--- src/rtl/ldl_round_pkg.sv ---
// Shared sizing and helper functions for the ldl_round round-robin arbiter.
package ldl_round_pkg;

  localparam int unsigned MAX_BIN_WIDTH = 8;
  localparam int unsigned MAX_REQ_WIDTH = 1 << MAX_BIN_WIDTH;

  typedef logic [MAX_REQ_WIDTH-1:0] req_vec_t;

  // One-hot vector with bit `index` set; callers narrow to their own width.
  function automatic req_vec_t onehot(input int unsigned index);
    req_vec_t v;
    v = '0;
    v[index[MAX_BIN_WIDTH-1:0]] = 1'b1;
    return v;
  endfunction

  // First set bit scanning upward from base+1, wrapping, ending at base itself.
  function automatic int unsigned rotate_find_first(input req_vec_t vec,
                                                    input int unsigned base,
                                                    input int unsigned width);
    int unsigned idx;
    int unsigned res;
    logic        hit;
    res = base & (width - 1);
    hit = 1'b0;
    for (int unsigned i = 1; i <= MAX_REQ_WIDTH; i++) begin
      idx = (base + i) & (width - 1);
      if (!hit && i <= width && vec[idx[MAX_BIN_WIDTH-1:0]]) begin
        res = idx;
        hit = 1'b1;
      end
    end
    return res;
  endfunction

endpackage

--- src/rtl/ldl_round_find.sv ---
// Combinational round-robin search: rotate req past base, priority-encode, un-rotate.
module ldl_round_find #(
  parameter int unsigned BIN_WIDTH = 3
) (
  input  logic [(1 << BIN_WIDTH)-1:0] req,
  input  logic [BIN_WIDTH-1:0]        base,
  output logic [BIN_WIDTH-1:0]        nxt,
  output logic                        found
);

  localparam int unsigned REQ_WIDTH = 1 << BIN_WIDTH;

  logic [BIN_WIDTH-1:0]   shift;
  logic [2*REQ_WIDTH-1:0] doubled;
  logic [REQ_WIDTH-1:0]   rotated;
  logic [BIN_WIDTH-1:0]   enc;
  logic                   hit;

  // Index base+1 lands at bit 0 after the rotation; modulo wrap is free.
  assign shift   = base + BIN_WIDTH'(1);
  assign doubled = {req, req};
  assign rotated = REQ_WIDTH'(doubled >> shift);

  always_comb begin
    enc = '0;
    hit = 1'b0;
    for (int i = 0; i < REQ_WIDTH; i++) begin
      if (!hit && rotated[i]) begin
        enc = BIN_WIDTH'(i);
        hit = 1'b1;
      end
    end
  end

  assign nxt   = enc + shift;
  assign found = |req;

endmodule

--- src/rtl/ldl_round.sv ---
// Registered round-robin arbiter with one-hot and binary grant outputs.
// Define LDL_ROUND_ASSERT_EN to compile simulation-only invariant checks.
module ldl_round
  import ldl_round_pkg::*;
#(
  parameter int unsigned BIN_WIDTH = 3
) (
  input  logic                        clk,
  input  logic                        rst,
  input  logic [(1 << BIN_WIDTH)-1:0] req,
  output logic                        ack,
  output logic [(1 << BIN_WIDTH)-1:0] hot,
  output logic [BIN_WIDTH-1:0]        bin,
  output logic [BIN_WIDTH-1:0]        pre_bin
);

  localparam int unsigned REQ_WIDTH = 1 << BIN_WIDTH;

  logic [BIN_WIDTH-1:0] nxt;
  logic                 found;

  ldl_round_find #(
    .BIN_WIDTH (BIN_WIDTH)
  ) u_find (
    .req   (req),
    .base  (bin),
    .nxt   (nxt),
    .found (found)
  );

  // Pointer resets to the top index so the first search begins at 0.
  always_ff @(posedge clk or posedge rst) begin
    if (rst) begin
      ack     <= 1'b0;
      hot     <= '0;
      bin     <= '1;
      pre_bin <= '1;
    end else if (found) begin
      ack     <= 1'b1;
      hot     <= REQ_WIDTH'(onehot(32'(nxt)));
      bin     <= nxt;
      pre_bin <= bin;
    end else begin
      ack     <= 1'b0;
      hot     <= '0;
    end
  end

`ifdef LDL_ROUND_ASSERT_EN
  logic [REQ_WIDTH-1:0] req_q;

  always_ff @(posedge clk or posedge rst) begin
    if (rst) req_q <= '0;
    else     req_q <= req;
  end

  always @(negedge clk) begin
    if (!rst) begin
      assert ($onehot0(hot))
        else $error("%0t ldl_round: hot=%0h not zero/one-hot", $time, hot);
      assert (ack == |hot)
        else $error("%0t ldl_round: ack=%0b hot=%0h", $time, ack, hot);
      if (ack) begin
        assert (hot == REQ_WIDTH'(onehot(32'(bin))))
          else $error("%0t ldl_round: hot=%0h bin=%0d", $time, hot, bin);
        assert (req_q[bin])
          else $error("%0t ldl_round: granted bin=%0d with req=%0h", $time, bin, req_q);
        assert (32'(bin) == rotate_find_first(MAX_REQ_WIDTH'(req_q), 32'(pre_bin), REQ_WIDTH))
          else $error("%0t ldl_round: bin=%0d pre_bin=%0d req=%0h", $time, bin, pre_bin, req_q);
      end
    end
  end
`endif

endmodule

--- config.mk ---
export PLATFORM = sky130hd
export DESIGN_NAME = ldl_round
export DESIGN_NICKNAME = d
export VERILOG_FILES = /design/src/rtl/ldl_round_pkg.sv /design/src/rtl/ldl_round_find.sv /design/src/rtl/ldl_round.sv
export SDC_FILE = /design/constraint.sdc
export NUM_CORES = 1
export LEC_CHECK = 0
export BUFFER_PORTS_ARGS = -buffer_cell sky130_fd_sc_hd__buf_2
export CORE_UTILIZATION = 50
export CTS_CLUSTER_SIZE = 28
export DETAILED_ROUTE_END_ITERATION = 16
export GPL_ROUTABILITY_DRIVEN = 0
export PLACE_DENSITY = 0.73
export SLEW_MARGIN = 20
export SYNTH_ARGS = -nofsm -noshare
export SYNTH_HDL_FRONTEND = slang
export SYNTH_SLANG_ARGS = --single-unit
--- constraint.sdc ---
create_clock -name clk -period 3.6 [get_ports clk]
set_input_delay 0.18 -clock clk [delete_from_list [all_inputs] [get_ports clk]]
set_output_delay 0.18 -clock clk [all_outputs]
set_load 0.01 [all_outputs]
## After elaboration in Yosys (flattened, before gate mapping)

Cells that the tools add are included.

| word-level totals | value |
|---|---|
| bits in registers | 15 |
| output and inout port bits | 15 |

| cells by class | value |
|---|---|
| add/subtract/negate cells | 2 |
| $lt $le $gt $ge | 2 |
| shift operators | 1 |
| mux-type cells | 18 |
| reductions and logical operators | 16 |

Operators with widths:

| cell | count |
|---|---|
| 16-bit by 3-bit right shift with 8-bit output | 1 |
| 3-bit 2-to-1 mux | 4 |
| 1-bit 2-to-1 mux | 10 |
| 3-bit by 9-bit less-than comparator with 1-bit output (second input constant) | 1 |
| 1-bit logical AND | 8 |
| 8-bit 2-to-1 mux | 1 |
| 8-bit OR reduction | 1 |
| 1-bit logical NOT | 7 |
| 2-bit 2-to-1 mux | 2 |
| 3-bit by 1-bit adder with 3-bit output (second input constant) | 1 |
| 3-bit adder | 1 |
| 1-bit demux with 3-bit select | 1 |
| 3-bit by 1-bit >= comparator with 1-bit output (second input constant) | 1 |

## Longest topological paths before layout

Gate-level depths: netlist of the first run.

| depth | value |
|---|---|
| word-level depth | 30 |
| depth in mapped cells | 14 |
| gate-level depth less buffers | 11 |

## Cells and area by module

Synthesis of the first run repeated with hierarchy kept, for this count alone.

| unflattened totals | value |
|---|---|
| cell total of the unflattened synthesis | 95 |
| area total of the unflattened synthesis | 1121.1 µm² |

By module, submodules not included:

| module | times used | cells each | area each (µm²) | seq. area each (µm²) |
|---|---|---|---|---|
| ldl_round | 1 | 31 | 576.8 | 382.9 |
| ldl_round_find | 1 | 64 | 544.3 | 0.0 |

## Least setup slack after synthesis of the first run

OpenSTA, ideal clock, no wires.

| timing path | value |
|---|---|
| kind | flip-flop to flip-flop |
| start | reg bin[1] |
| end | reg hot[2] |
| library setup time | 0.079 ns |
| arrival time | 3.182 ns |
| slack | 0.339 ns |
| cell stages (with the launch flop) | 14 |
| path buffers | 2 |
| cell sequence | dfstp_2 ha_1 buf_4 buf_6 mux2_2 a21oi_1 a2bb2oi_1 a21oi_1 a2bb2oi_1 ha_1 fa_1 nand2_1 or3_1 mux2i_1 |

| on the way | value |
|---|---|
| cells in the longest elaborated chain, start to end | 30 |
| elaborated cells on any way between the ends | 37 |

RTL lines:

| element | RTL line | RTL |
|---|---|---|
| start: declaration | ldl_round.sv:13 | `output logic [BIN_WIDTH-1:0] bin,` |
| start signal: assignment | ldl_round.sv:41 | `bin <= nxt;` |
| 3-bit by 1-bit adder with 3-bit output (*) | ldl_round_find.sv:20 | `assign shift = base + BIN_WIDTH'(1);` |
| 16-bit by 3-bit right shift with 8-bit output | ldl_round_find.sv:22 | `assign rotated = REQ_WIDTH'(doubled >> shift);` |
| 1-bit 2-to-1 mux | ldl_round_find.sv:28 | `if (!hit && rotated[i]) begin` |
| 1-bit logical NOT | ldl_round_find.sv:28 |  |
| 1-bit logical AND | ldl_round_find.sv:28 |  |
| 1-bit 2-to-1 mux | ldl_round_find.sv:28 |  |
| 1-bit logical NOT | ldl_round_find.sv:28 |  |
| 1-bit logical AND | ldl_round_find.sv:28 |  |
| (+15 left out) | n/a |  |
| 3-bit 2-to-1 mux | ldl_round_find.sv:28 |  |
| 3-bit adder (*) | ldl_round_find.sv:35 | `assign nxt = enc + shift;` |
| via nxt[1] | ldl_round.sv:19 | `logic [BIN_WIDTH-1:0] nxt;` |
| 3-bit by 9-bit less-than comparator with 1-bit output (not written as such) or 3-bit by 1-bit >= comparator with 1-bit output (tied branches) | ldl_round_pkg.sv:13 | `v[index[MAX_BIN_WIDTH-1:0]] = 1'b1;` |
| 1-bit logical AND (not written as such) | ldl_round_pkg.sv:13 |  |
| 1-bit 2-to-1 mux (not written as such) | ldl_round_pkg.sv:13 |  |
| 1-bit demux with 3-bit select (*) | ldl_round_pkg.sv:13 |  |
| 8-bit 2-to-1 mux (*) | ldl_round.sv:38 | `end else if (found) begin` |
| end signal: assignment | ldl_round.sv:40 | `hot <= REQ_WIDTH'(onehot(32'(nxt)));` |
| end: declaration | ldl_round.sv:12 | `output logic [(1 << BIN_WIDTH)-1:0] hot,` |

The timed path passes the listed nets; every way through them passes the cells marked *.
A chain may end at the register's enable or synchronous reset.

## Worst setup path in the final report of the first run

| timing path | value |
|---|---|
| start | reg bin[1] |
| end | reg hot[0] |

The elaborated chain is that of the path after synthesis.

==> results of run 1 <==
## Yosys cell counts (2+ instances only)
cell / count
nand2_1: 19
mux2i_1: 12
nor2_1: 10
dfrtp_1: 9
a21oi_1: 6
dfstp_2: 6
clkbuf_1: 5
mux2_2: 5
nand3_1: 4
o21ai_0: 4
a211oi_1: 3
a2bb2oi_1: 3
o31ai_1: 3
a2111oi_4: 2
ha_1: 2
inv_1: 2
mux4_2: 2
nand4_1: 2
nand4b_1: 2
nor3_1: 2
nor4b_1: 2
or3_1: 2
## stage by stage
step / utilization, % / hold slack (ns) / cell area, µm² / setup slack (ns) / std cells
floorplan: - / 0.0772 / 1300 / 0.339 / 135
global placement: 60.1 / 0.232 / 1480 / 0.201 / 190
detailed placement: 60.1 / 0.255 / 1480 / 0.117 / 190
CTS: 61.7 / 0.461 / 1510 / 0.0777 / 195
global route: 62.2 / 0.493 / 1530 / 0.0234 / 195
finish: 62.2 / 0.457 / 1530 / 0.322 / 195
## path summary, 6_finish.rpt
path	start	endpoint	slack [ns]
max	bin[1]	hot[0]	0.32
min	pre_bin[1]	pre_bin[1]	0.46
max reg2reg	bin[1]	hot[0]	0.32
min reg2reg	pre_bin[1]	pre_bin[1]	0.46
max in group asynchronous	rst	pre_bin[0]	2.75
min in group asynchronous	rst	hot[2]	0.47
## worst max-delay path: stages, from the launching register on
cell	delay [ns]
dfstp_2	0.58
ha_4	0.24
buf_4	0.19
mux2i_1	0.37
nand2_1	0.12
a2bb2oi_1	0.17
a21oi_1	0.13
a2bb2oi_1	0.19
ha_1	0.18
fa_1	0.49
nor3_1	0.29
nand2_1	0.11
mux2i_1	0.15
## kinds of logic (layout without fill, tap and decap cells)
| family | count (synthesis) | after routing |
|---|---|---|
| adders and majority gates | 3 | 3 |
| xor gates and xnor gates | 2 | 2 |
| DFF | 15 | 15 |
| muxes | 21 | 21 |
| and+or+nand+nor | 53 | 53 |
| AOI/OAI and AO/OA | 31 | 31 |
| buffers and inverters | 10 | 40 |
## timing repair
| item | CTS | global route |
|---|---|---|
| hold buffers | 1 | 0 |
| endpoints found under the setup margin | 0 | 9 |
| hold endpoints to repair | 9 | 0 |
| gates resized for setup | 0 | 2 |
## sequential cells by signal, summed over array words and instances, names as in the netlist
register and flops:
pre_bin 3, ack 1, bin 3, hot 8
## cell type report
type | count | share of cell area [%]
clock inverters | 1 | 0.328
clock buffers | 3 | 1.48
flip-flops and latches | 15 | 25.1
inverters | 3 | 0.738
repair buffers | 33 | 12.5
well taps | 30 | 2.46
multi-input cells | 110 | 57.5
## metal layers
metal / vias up / wire length [µm] / part of all wire [%]
met5: - / 0 / 0
met4: 0 / 8 / 0.27
met3: 2 / 120 / 4.0
met2: 28 / 1480 / 50
met1: 594 / 1360 / 46
li1: 571 / - / -
==> results.cfg, run 1 <==
[synth]
synth_seq_cells = 15
synth_mux_area_share_pct = 19.0
syn_nets = 148
syn_inst = 135
syn-cell-area_um2 = 1300
async_flop_share_pct = 100
synth_top_family_by_area = simple AND/OR/NAND/NOR gates
synthAdderAreaFrac_pct = 3.47
ys_types = 50
avgSynthCellArea_um2 = 9.60
yosys.area_share.simple_pct = 22.2
ys.flop_type = dfrtp_1
synth_xor_area_share_pct = 1.35
synth_top_area_cell = dfrtp_1
yosys_warnings = 0
ys_seq_area_share_pct = 29.5
synth-edff-count = 0
synth.area.top_cells = dfrtp_1 (17%), dfstp_2 (12%), mux2i_1 (9.3%), nand2_1 (5.5%), mux2_2 (4.3%)
yosys.area.top_type_share_pct = 17.4
synth_compound_area_share_pct = 20.7

[status]
status = finished clean

[clock_tree]
ctsRootBufferMaster = clkbuf_4
worst_skew_pair.late_latency_ns = 0.29
clk_pin_slew_worst_paths_ns = 0.10
h-tree-depth = 1
cts_tree = built
cts_made_buffers = 3
cts_buffer_depth = 2
cts_sinks = 15
postCtsSetupBuffers = 0

[setup_path]
worst_ep_arrival_time_ns = 3.50
reg2regPathDepth = 12
critPathKind = reg -> reg
crit_fanout = 11
start_kind = register
cp.required_ns = 3.82
crit_path_end_kind = register

[global_route]
grt.met3_usage_pct = 5.17
grt_usage_pct = 24.1
grt_max_degree = 16
grtUsageMet2_pct = 39.9
grt_pass1_wl_um = 4930
grt_remaining_overflow = 0
antenna_found_initial = 0
busiest_layer = met2
grtUsageMet1_pct = 32.7
grt_pass1_vias = 1063

[floorplanning]
start_util_pct = 52.8
die_x_um = 52.9
ioPinCount = 25
fp.dieH_um = 52.9
placementRows = 18
core_um2 = 2450
fp.dieArea_um2 = 2800

[route]
wl_per_cell_um = 15.2
finalWirelength_um = 2970
final_antenna_net_count = 0
drc = 0
vias = 1195
vias_per_cell = 6.13
drt_iter0_drc = 23
first_pass_iters = 4

[worst_hold_path]
hold_path_depth = 2
hold_path.class = reg -> reg

[finish]
diodes = 0
n_fill_cell = 237
ff_latch_area_um2 = 383
multi_input_area_um2 = 877
drive_gt1_share_pct = 36.4
areaGrowthSynthToFinish_pct = 17.8
finalNetCount = 179
mostFrequentLayoutCells = buf_2 (24), nand2_1 (19), mux2i_1 (12)
layout_commonest_cell = buf_2

[timing]
setup_viol = 0
fin_crit_ns = 3.28
rsz0062_at_grt = no
fin_crit_sh_pct = 91.0
maxSlewViolCount = 0
tightest_slew_ns = 0.555
slew_headroom_pct = 63.0
fmax_mhz = 305
hold_viol = 0
finClkSkew_ns = 0.0124
fin_tns_setup_ns = 0

[place]
dpl.hpwl_um = 2260
port_buffers = 24

[job]
cap_viol_max_count = 0
Power of run 1 is not shown: default switching activity piles up to over one toggle a cycle in this logic, so the estimate is an artifact.
==> inputs of run 2 (changes only) <==
--- a/config.mk
+++ b/config.mk
@@ -5,12 +5,15 @@
 export SDC_FILE = /design/constraint.sdc
 export NUM_CORES = 1
 export LEC_CHECK = 0
+export ABC_AREA = 1
 export BUFFER_PORTS_ARGS = -buffer_cell sky130_fd_sc_hd__buf_2
 export CORE_UTILIZATION = 50
+export CTS_CLUSTER_DIAMETER = 200
 export CTS_CLUSTER_SIZE = 28
 export DETAILED_ROUTE_END_ITERATION = 16
 export GPL_ROUTABILITY_DRIVEN = 0
-export PLACE_DENSITY = 0.73
+export MAX_ROUTING_LAYER = met4
+export PLACE_DENSITY = 0.74
 export SLEW_MARGIN = 20
 export SYNTH_ARGS = -nofsm -noshare
 export SYNTH_HDL_FRONTEND = slang
==> run 2 against run 1 <==
- sequential share of layout area rose by 2.5 points
- sequential cell count did not move
- global-route usage fell by 1.7 points
- via count fell by 10%
- utilization fell by 0.58 points
- synthesized area fell by 5.2%
- cell area fell by 9.0%
- die area fell by 5.0%
==> results.cfg, run 2 <==
[synth]
ys_seq_area_share_pct = 31.2
avgSynthCellArea_um2 = 8.25
synth_seq_cells = 15
syn_inst = 149
synth.area.top_cells = dfrtp_1 (18%), dfstp_2 (13%), nand2_1 (13%), nand2_4 (11%), nand3_1 (7.7%)
ys_types = 28
yosys_warnings = 0
async_flop_share_pct = 100
yosysMostFrequentCell = nand2_1
ys.flop_type = dfrtp_1
syn-cell-area_um2 = 1230
synth-edff-count = 0
syn_nets = 162
synth_top_area_cell = dfrtp_1
synth.top_cells.by_count = nand2_1 (41), nand3_1 (19), nand2_4 (12)
yosys.area.top_type_share_pct = 18.3

[floorplanning]
core_um2 = 2250
ioPinCount = 25
placementRows = 17
die_x_um = 51.6
start_util_pct = 54.5
fp.dieH_um = 51.6
fp.dieArea_um2 = 2660

[global_route]
grt_pass1_vias = 1020
antenna_found_initial = 0
grt_remaining_overflow = 0
grt_max_degree = 16
grt_usage_pct = 22.4
grt_pass1_wl_um = 4310

[timing]
slew_headroom_pct = 64.6
rsz0062_at_grt = no
finClkSkew_ns = 0.00272
fin_tns_setup_ns = 0
fmax_mhz = 306
setup_viol = 0
tightest_slew_ns = 0.530
hold_viol = 0
fin_crit_sh_pct = 90.9
fin_crit_ns = 3.27
maxSlewViolCount = 0

[clock_tree]
cts_sinks = 15
ctsRootBufferMaster = clkbuf_4
cts_tree = built
clk_pin_slew_worst_paths_ns = 0.08
cts_made_buffers = 3
cts_buffer_depth = 2
h-tree-depth = 1
postCtsSetupBuffers = 0
worst_skew_pair.late_latency_ns = 0.28

[finish]
finalNetCount = 190
largest_registers = hot x8, bin x3, pre_bin x3
layout_commonest_cell = nand2_1
drive_gt1_share_pct = 43.2
mostFrequentLayoutCells = nand2_1 (41), buf_2 (24), nand3_1 (19)
areaGrowthSynthToFinish_pct = 13.0
top_register = hot
diodes = 0
largest_register_ffs = 8

[setup_path]
crit_fanout = 10
critical_path.top_delay_family = adder cells
start_kind = register
worst_ep_arrival_time_ns = 3.48
cp.required_ns = 3.81
slowest_stage = dfstp_2
ff2ff_setup_slack_ns = 0.33
cp_num_buf_inv = 3
critPathKind = reg -> reg
slowest_delay_ns = 0.56
cp_common_cell = nand2_1
crit_chain = ha_1, inv_2, nand3_1, nand2_1, nand2_1, nand2_1, nand2_1, inv_1, nand4_4, o2111ai_1, ha_1, fa_1, xor2_1, inv_1, nand3_2, nand3_1, nor2_1
crit_path_end_kind = register

[route]
final_antenna_net_count = 0
drc = 0
wl_per_cell_um = 12.2
vias = 1075
finalWirelength_um = 2490
drt_iter0_drc = 30
first_pass_iters = 5
vias_per_cell = 5.27

[job]
cap_viol_max_count = 0

[worst_hold_path]
hold_path.class = in -> reg

[status]
status = finished clean

[place]
port_buffers = 24
dpl.hpwl_um = 2060
[run 2: changes by cell type after synthesis, moves of 3 or more]
cell / previous run / this run
nand3_2: 0 / 8
mux2_2: 5 / 0
a2bb2oi_1: 3 / 0
a211oi_1: 3 / 0
mux2i_1: 12 / 0
nand3_1: 4 / 19
nand2_4: 0 / 12
clkbuf_1: 5 / 0
inv_2: 0 / 4
nand2_1: 19 / 41
nand2_2: 0 / 11
o31ai_1: 3 / 0
inv_1: 2 / 8
a21oi_1: 6 / 0
[run 2: timing repair]
item                                    in CTS  in global routing
gates resized for setup                      0                  1
hold buffers                                 1                  0
endpoints found under the setup margin       0                  9
endpoints found under the hold margin        9                  0
[run 2: worst paths after layout]
check | end | from | cells past startpoint
hold / removal | pre_bin[1] | req[3] | 5
min in group asynchronous | hot[5] | rst | 3
setup reg to reg | hot[7] | bin[1] | 17
max in group asynchronous | bin[1] | rst | 3
setup / recovery | hot[7] | bin[1] | 17
hold reg to reg | pre_bin[1] | pre_bin[1] | 2
[run 2: routing by layer]
metal	wire length (µm)	global-route usage, %	vias up
li1	-	-	541
met1	1050	26.0	500
met2	1310	39.6	30
met3	85	1.46	4
met4	40	9.91	0
met5	0	-	-
[run 2: cell type report]
class	instances	area [µm²]
timing repair buffer	26	138
sequential	15	383
inverter	14	56.3
multi-input combinational	117	751
tap	28	35.0
fill	210	866
clock buffer	4	26.3
[run 2: worst register-to-register path, stage by stage (launching register included)]
cell and delay (ns):
dfstp_2 0.56, ha_1 0.38, inv_2 0.18, nand3_1 0.14, nand2_1 0.08, nand2_1 0.06
nand2_1 0.10, nand2_1 0.08, inv_1 0.06, nand4_4 0.12, o2111ai_1 0.13, ha_1 0.21
fa_1 0.37, xor2_1 0.30, inv_1 0.10, nand3_2 0.13, nand3_1 0.11, nor2_1 0.10
[run 2: kinds of logic (layout without fill, tap and decap cells)]
family | after synthesis | after routing | share of synthesized area, %
AND/OR/NAND/NOR | 106 | 106 | 51.9
buffers and inverters | 17 | 44 | 7.74
flip-flops | 15 | 15 | 31.2
AO/OA/AOI/OAI | 7 | 7 | 4.79
adder cells (fa/ha/maj) | 3 | 3 | 3.67
XOR/XNOR | 1 | 1 | 0.713
[run 2: through the flow]
stage / utilization [%] / cell area, µm² / std cells / hold WS (ns) / setup WS (ns)
after global routing: 61.6 / 1390 / 204 / 0.341 / 0.0201
final: 61.6 / 1390 / 204 / 0.305 / 0.327
after CTS: 61.6 / 1390 / 204 / 0.300 / 0.237
after detailed placement: 60.0 / 1350 / 199 / 0.248 / 0.256
after global placement: 60.0 / 1350 / 199 / 0.230 / 0.420
after floorplan: - / 1230 / 149 / 0.0772 / 0.541
Power of run 2 is left out for the same reason.
==> inputs of run 3 (changes only) <==
==> constraint.sdc (replaced) <==
create_clock -name clk -period 3.1 [get_ports clk]
set_input_delay 0.155 -clock clk [delete_from_list [all_inputs] [get_ports clk]]
set_output_delay 0.155 -clock clk [all_outputs]
set_load 0.02 [all_outputs]
==> run 3 against run 2 <==
- fmax increased by 9.9%
- routed wire length is 6.4% higher
- critical endpoint is now hot[1]
- via count up 1.6%
- clock skew decreased by 0.0021 ns
- die area did not move
==> results.cfg, run 3 (synthesized netlist as in run 2, its figures left out) <==
[status]
status = finished clean

[clock_tree]
h-tree-depth = 1
worst_skew_pair.late_latency_ns = 0.28
cts_sinks = 15
cts_made_buffers = 3
cts_tree = built
ctsRootBufferMaster = clkbuf_4
cts_buffer_depth = 2
clk_pin_slew_worst_paths_ns = 0.08

[setup_path]
crit_chain = ha_4, buf_12, nand3_1, nand2_1, nand2_1, nand2_2, nand2_1, inv_1, nand4_4, o2111ai_2, ha_2, fa_2, xor2_4, inv_2, nand3_4, nand2_4, nand2_2, nor2_2
reg2reg_to = hot[1]
critPathKind = reg -> reg
r2r-start = bin[0]
slowest_delay_ns = 0.58
startpoint = bin[0]
ff2ff_setup_slack_ns = 0.12
worst_ep_arrival_time_ns = 3.20
reg2regPathDepth = 18
slowest_stage = dfstp_2
crit_fanout = 6
crit_end = hot[1]
crit_path_end_kind = register
start_kind = register
cp.required_ns = 3.32
cp_common_cell = nand2_1

[place]
dpl.hpwl_um = 1990
dp_cells = 201
port_buffers = 24

[route]
drt_iter0_drc = 17
wl_per_cell_um = 12.8
final_antenna_net_count = 0
vias_per_cell = 5.28
drc = 0
vias = 1092
first_pass_iters = 4
finalWirelength_um = 2650

[finish]
drive_gt1_share_pct = 50.3
instances_no_fill = 207
layout_commonest_cell = nand2_1
diodes = 0
areaGrowthSynthToFinish_pct = 22.4
multi_input_area_um2 = 821
largest_register_ffs = 8
largest_registers = hot x8, bin x3, pre_bin x3
ff_latch_area_um2 = 383
finalNetCount = 193
n_fill_cell = 212
top_register = hot
mostFrequentLayoutCells = nand2_1 (39), buf_2 (24), nand3_1 (18)

[job]
cap_viol_max_count = 0

[timing]
fin_tns_setup_ns = 0
hold_viol = 0
rsz0062_at_grt = yes
setup_viol = 0
tightest_slew_ns = 0.547
fin_crit_ns = 2.98
fin_crit_sh_pct = 96.1
fmax_mhz = 336
holdWs_ns = 0.272
slew_headroom_pct = 63.5
maxSlewViolCount = 0
finClkSkew_ns = 0.000583

[global_route]
grt.met3_usage_pct = 2.92
grt_remaining_overflow = 0
grtUsageMet2_pct = 39.0
grt_usage_pct = 22.8
antenna_found_initial = 0
busiest_layer = met2
grt_max_degree = 16
grt_pass1_vias = 1011
grtUsageMet1_pct = 26.0
grt_pass1_wl_um = 4280

[floorplanning]
start_util_pct = 54.5
fp.dieH_um = 51.6
fp.dieArea_um2 = 2660
die_x_um = 51.6
placementRows = 17
ioPinCount = 25
core_um2 = 2250

[worst_hold_path]
hold_path.class = in -> reg
## run 3: worst min-delay path by stage
stage | from | to | slack (ns) | cells after the start
4_1_cts | req[3] | pre_bin[1] | 0.27 | 5
2_1_floorplan | rst | ack | 0.05 | 1
5_1_grt | req[3] | pre_bin[1] | 0.32 | 5
3_5_place_dp | rst | hot[1] | 0.22 | 2
6_report | req[3] | pre_bin[1] | 0.27 | 5
3_3_place_gp | rst | ack | 0.21 | 2
## run 3: critical path, delay by kind of cell (launching register included)
kind | cells | cell delay, ns
AO/OA/AOI/OAI | 1 | 0.14
XOR/XNOR | 1 | 0.18
adder cells (fa/ha/maj) | 3 | 0.88
buffers and inverters | 3 | 0.28
flip-flops | 1 | 0.58
AND/OR/NAND/NOR | 10 | 0.85
## run 3: final cells by class
| type | count | share of cell area [%] |
|---|---|---|
| timing repair buffer | 29 | 11.7 |
| clock buffer | 4 | 1.75 |
| sequential | 15 | 25.5 |
| multi-input combinational | 117 | 54.6 |
| tap | 28 | 2.33 |
| inverter | 14 | 4.16 |
## run 3: stage by stage
| step | setup slack (ns) | area (µm²) | utilization, % |
|---|---|---|---|
| after floorplan | 0.0635 | 1230 | - |
| after global placement | 0.0492 | 1380 | 61.2 |
| after detailed placement | -0.0305 | 1380 | 61.2 |
| after CTS | 0.0574 | 1440 | 63.7 |
| after global routing | -0.0320 | 1500 | 66.7 |
| final | 0.122 | 1500 | 66.7 |
## run 3: routing by layer
layer	part of all wire, %	up-vias
met4	2.1	0
li1	-	541
met2	53	29
met5	0	-
met1	41	516
met3	3.6	6
## run 3: what timing repair did
item / in CTS / in global routing
gates cloned: 0 / 0
setup endpoints to repair: 8 / 9
hold buffers: 1 / 0
setup buffers: 0 / 1
endpoints found under the hold margin: 9 / 0
pin swaps: 0 / 2
gates resized for setup: 3 / 15
Power of run 3 is left out for the same reason.
